File: config.mk
export PLATFORM = sky130hd
export DESIGN_NAME = scale_offset_pipe
export DESIGN_NICKNAME = d
export VERILOG_FILES = /design/src/rtl/scale_offset_pipe.sv
export SDC_FILE = /design/constraint.sdc
export NUM_CORES = 1
export LEC_CHECK = 0
export CORE_AREA = 2 2 39 41
export CTS_CLUSTER_SIZE = 30
export DETAILED_ROUTE_END_ITERATION = 8
export DIE_AREA = 0 0 41 43
export PLACE_DENSITY = 0.65
export RECOVER_POWER = 100
export SLEW_MARGIN = 20
export SYNTH_ARGS = -nofsm -noshare
export SYNTH_HDL_FRONTEND = slang
export SYNTH_SLANG_ARGS = --single-unit
File: constraint.sdc
create_clock -name clk -period 1.35 [get_ports clk]
set_clock_uncertainty 0.2 [all_clocks]
set_input_delay 0.135 -clock clk [delete_from_list [all_inputs] [get_ports clk]]
set_output_delay 0.135 -clock clk [all_outputs]
set_load 0.02 [all_outputs]
File: src/rtl/scale_offset_pipe.sv
// scale_offset_pipe: streaming y = a*scale[ch] + offset[ch] over a valid/ready stream.
// Two register stages: S1 holds the product, S2 holds the offset sum and drives the outputs.
// Samples are tagged with a round-robin channel index.
// Optional macro SCALE_OFFSET_LOAD_EN adds cfg_* ports and a per-channel
// coefficient table. Without the macro, SCALE/OFFSET are constants.
module scale_offset_pipe #(
  parameter int A_WIDTH   = 4,
  parameter int OUT_WIDTH = A_WIDTH + 2,
  parameter int C_WIDTH   = 4,
  parameter int NUM_CH    = 1,
  parameter int SCALE     = 4,
  parameter int OFFSET    = 3,
  parameter int SATURATE  = 0,
  localparam int CH_W     = (NUM_CH > 1) ? $clog2(NUM_CH) : 1
) (
  input  logic                 clk,
  input  logic                 rst_n,
  input  logic                 in_valid,
  output logic                 in_ready,
  input  logic [A_WIDTH-1:0]   in_a,
  output logic                 out_valid,
  input  logic                 out_ready,
  output logic [OUT_WIDTH-1:0] out_y,
  output logic [CH_W-1:0]      out_ch
`ifdef SCALE_OFFSET_LOAD_EN
  ,
  input  logic                 cfg_we,
  input  logic [CH_W-1:0]      cfg_ch,
  input  logic [C_WIDTH-1:0]   cfg_scale,
  input  logic [C_WIDTH-1:0]   cfg_offset
`endif
);

  localparam int PW = A_WIDTH + C_WIDTH;
  localparam int SW = PW + 1;
  // Sum width is always kept wider than OUT_WIDTH, so the overflow slice is never empty.
  localparam int EW = ((SW > OUT_WIDTH) ? SW : OUT_WIDTH) + 1;

  logic                 adv1, adv2, accept;
  logic [CH_W-1:0]      ch_q, ch_d;
  logic [C_WIDTH-1:0]   scale_cur, off_cur, s1_off;
  logic                 s1_vld_q, s2_vld_q;
  logic [PW-1:0]        s1_prod_q, prod_d;
  logic [CH_W-1:0]      s1_ch_q, out_ch_q;
  logic [EW-1:0]        sum_ext;
  logic                 ovf;
  logic [OUT_WIDTH-1:0] y_d, out_y_q;

  // Each stage advances when the stage after it can take its contents.
  // in_ready depends combinationally on out_ready only, never on in_valid.
  assign adv2     = out_ready | ~s2_vld_q;
  assign adv1     = adv2 | ~s1_vld_q;
  assign in_ready = adv1;
  assign accept   = in_valid & adv1;

`ifdef SCALE_OFFSET_LOAD_EN
  logic [C_WIDTH-1:0] scale_q [NUM_CH];
  logic [C_WIDTH-1:0] offset_q [NUM_CH];
  logic [C_WIDTH-1:0] s1_off_q;

  // Coefficient table. A write to an index >= NUM_CH matches no entry and is dropped.
  always_ff @(posedge clk or negedge rst_n) begin
    if (!rst_n) begin
      for (int i = 0; i < NUM_CH; i++) begin
        scale_q[i]  <= C_WIDTH'(SCALE);
        offset_q[i] <= C_WIDTH'(OFFSET);
      end
    end else if (cfg_we) begin
      for (int i = 0; i < NUM_CH; i++) begin
        if (cfg_ch == CH_W'(i)) begin
          scale_q[i]  <= cfg_scale;
          offset_q[i] <= cfg_offset;
        end
      end
    end
  end

  // Read the pair for the current channel. A same-cycle write is not yet visible.
  always_comb begin
    scale_cur = '0;
    off_cur   = '0;
    for (int i = 0; i < NUM_CH; i++) begin
      if (ch_q == CH_W'(i)) begin
        scale_cur = scale_q[i];
        off_cur   = offset_q[i];
      end
    end
  end

  // Carry the offset seen at accept with the sample, so later writes cannot affect it.
  always_ff @(posedge clk or negedge rst_n) begin
    if (!rst_n)      s1_off_q <= '0;
    else if (accept) s1_off_q <= off_cur;
  end
  assign s1_off = s1_off_q;
`else
  assign scale_cur = C_WIDTH'(SCALE);
  assign off_cur   = C_WIDTH'(OFFSET);
  assign s1_off    = off_cur;
`endif

  assign ch_d   = (ch_q == CH_W'(NUM_CH - 1)) ? '0 : ch_q + CH_W'(1);
  assign prod_d = PW'(in_a) * PW'(scale_cur);

  // Round-robin channel tag. It advances only on accept.
  always_ff @(posedge clk or negedge rst_n) begin
    if (!rst_n)      ch_q <= '0;
    else if (accept) ch_q <= ch_d;
  end

  // S1: full-width product. A bubble loads valid=0 when the stage advances.
  always_ff @(posedge clk or negedge rst_n) begin
    if (!rst_n) begin
      s1_vld_q  <= 1'b0;
      s1_prod_q <= '0;
      s1_ch_q   <= '0;
    end else begin
      if (adv1) s1_vld_q <= accept;
      if (accept) begin
        s1_prod_q <= prod_d;
        s1_ch_q   <= ch_q;
      end
    end
  end

  // Full-precision sum, then either wrap (drop high bits) or clamp to all-ones.
  assign sum_ext = EW'(s1_prod_q) + EW'(s1_off);
  assign ovf     = |sum_ext[EW-1:OUT_WIDTH];
  assign y_d     = (SATURATE != 0 && ovf) ? '1 : sum_ext[OUT_WIDTH-1:0];

  // S2: output register. It holds while the consumer stalls it.
  always_ff @(posedge clk or negedge rst_n) begin
    if (!rst_n) begin
      s2_vld_q <= 1'b0;
      out_y_q  <= '0;
      out_ch_q <= '0;
    end else if (adv2) begin
      s2_vld_q <= s1_vld_q;
      if (s1_vld_q) begin
        out_y_q  <= y_d;
        out_ch_q <= s1_ch_q;
      end
    end
  end

  assign out_valid = s2_vld_q;
  assign out_y     = out_y_q;
  assign out_ch    = out_ch_q;

endmodule

==> metrics.txt <==
area of the core about 1400 um^2; chip width roughly 40 um; commonest non-fill, non-tap cell in the layout dfrtp_1; H-Tree Depth 1; GR Util All Layers 0.1356; required time worst endpoint between 1000 and 1500 ps; number of global-route vias before repair between 300 and 400; post-route minimum period ~1300 ps; most frequent cells in the layout dfrtp_1 (10), mux2_4 (8), clkdlybuf4s50_1 (6); switching share of power 0.2817; WL final 862 um; GR met2 Demand/Resource 0.2031; Initial Util 0.3345; Clock power frac 0.249; I/O Buffers 15; met3 Usage GRT 0.03141; Die Span Y 43 um; main combinational cell family by area after synthesis multiplexers; # fillers ~120; dpl cell area between 600 and 700 um^2; DR vias about 290; clk sinks 11; layout cells sized above 1 0.4510; Flop pwr share 0.458; Static Leakage roughly 0.00034 uW; Comb power frac 0.293; mux contribution to synthesized area 0.2270; die area around 1800 um^2; nets@finish 60; placed cells 60; Worst VDD drop between 0.4 and 0.5 mV; hpwl dp 640.5 um; Seq/Total Area, Yosys 0.5946; crit path DAT between 1000 and 1500 ps; WS Path Type reg -> reg; Mapped Nets 37; vias per cell roughly 4.3; Final Hold Viols 0; Cell Pwr Density 1276 nW/um^2; Post-Synth Simple-Gate Area 0.1378; f_max ~0.75 GHz; final setup fails 0; CP Launch Type flip-flop; Worst Reg-to-Reg Cells 4; largest net degree at the start of global routing 12; DRC viols 0; Min-Delay Path Class in -> async; DP Worst Slack -330.2 ps; CP endpoint kind flip-flop; Clock Path Buffers 2; Power Internal between 600 and 700 uW; Gate Count Post-Synth 29; initial antenna violation count 0; max_cap viols 0; Final WS setup about 20 ps; area grow syn2layout 54.05%; most used routing layer met2; drt pass-1 iters 2; Rows 14; Yosys warning total 0; Avg WL per Cell 12.87 um; Max Fanout on Critical Path 5; Synth Area in XOR/XNOR 0; GRT met1 Usage 0.1385; RSZ-0062 raised after global routing yes; Design Area, Final a little over 700 um^2; Worst-Skew Late Latency about 270 ps; TritonCTS clock tree done; Mapped Area 462.9 um^2; Synth Area per Inst 15.96 um^2; antenna cells 0; first-pass GRT wire length 1.428 mm; clock-pin slew on the worst setup and hold paths roughly 70 ps; Top-Level Pins 17; total CTS buffers 3; fin util 0.5154; grt ovf 0; status completed; Final period util 0.9849; Post-Synth Adder-Cell Area 0; Post-Layout Cell Count 67; #FFs+latches synth 11; Detailed Route Iter0 Violations 1; Synth Area in Compound Gates 0; RD Place Congestion 0.6578; Final Max Slew Viols 0; Synth cell types 10; Routed Antenna Nets 0; CTS root buf clkbuf_4; P_sw roughly 260 uW
[layer usage]
| layer | up-vias | part of all wire |
|---|---|---|
| met5 | - | 0 |
| met4 | 0 | 0.012 |
| met3 | 2 | 0.049 |
| met2 | 9 | 0.52 |
| met1 | 139 | 0.42 |
| li1 | 136 | - |
[state kept, by name, indices dropped and copies added, names as in the netlist]
name       cells
out_valid      1
s1_vld_q       1
out_y          5
s1_prod_q      4
[power groups by stage]
stage	clock, uW	combinational (uW)	sequential, uW
after CTS	234	262	417
after global routing	246	287	424
after floorplan	0	97.8	461
after detailed placement	0	255	426
final	227	266	417
after global placement	0	251	420
[layout make-up]
| cell class | instances | area [um^2] | area share |
|---|---|---|---|
| sequential | 11 | 276.5 | 0.3877 |
| clock buffer | 4 | 26.28 | 0.03684 |
| timing repair buffer | 20 | 181.4 | 0.2544 |
| multi-input combinational | 16 | 209.0 | 0.2930 |
| tap | 16 | 20.02 | 0.02807 |
[synthesized netlist by cell type, drive strengths merged]
master,n,area (um^2)
or2b,1,7.510
dfrtp,11,275.3
mux2,8,105.1
conb,1,3.750
buf,2,15.01
nand2,2,17.52
nand2b,3,18.77
nand3b,1,20.02
[critical path: stages (launching register included)]
cell      delay (ps)
dfrtp_2          440
buf_6            130
nand2b_4          70
nand2_4           80
mux2_4           300
[stage by stage]
step,power (uW),TNS (ps),hold slack (ps)
global route,957.1,-9.323,115.1
CTS,912.3,-41.06,269.2
global placement,671.3,-1782,270.5
finish,910.1,0,58.90
floorplan,558.7,0,-360.6
detailed placement,681.1,-2043,288.0
[worst paths after layout]
path                            from  slack (ps)            to
setup / recovery           out_valid          20      out_y[5]
hold / removal                 rst_n          60      out_y[2]
setup reg to reg           out_valid          20      out_y[5]
hold reg to reg             out_y[0]         300      out_y[0]
max in group asynchronous      rst_n         540     out_valid
min in group clk             in_a[3]         270  s1_prod_q[5]
[cell families (layout without fill, tap and decap cells)]
group	count (synthesis)	after routing
flops	11	11
mux	8	8
simple gates	7	7
buf+inv	2	24
other cells	1	1
[what timing repair did]
item                                    in CTS  in global routing
resized for setup                           20                  5
buffers inserted                             2                  1
pin swaps                                    1                  1
endpoints found under the hold margin        5                  0
endpoints found under the setup margin      12                 22
hold buffers                                 1                  0
Note: power is estimated with default switching activity, not from simulation.
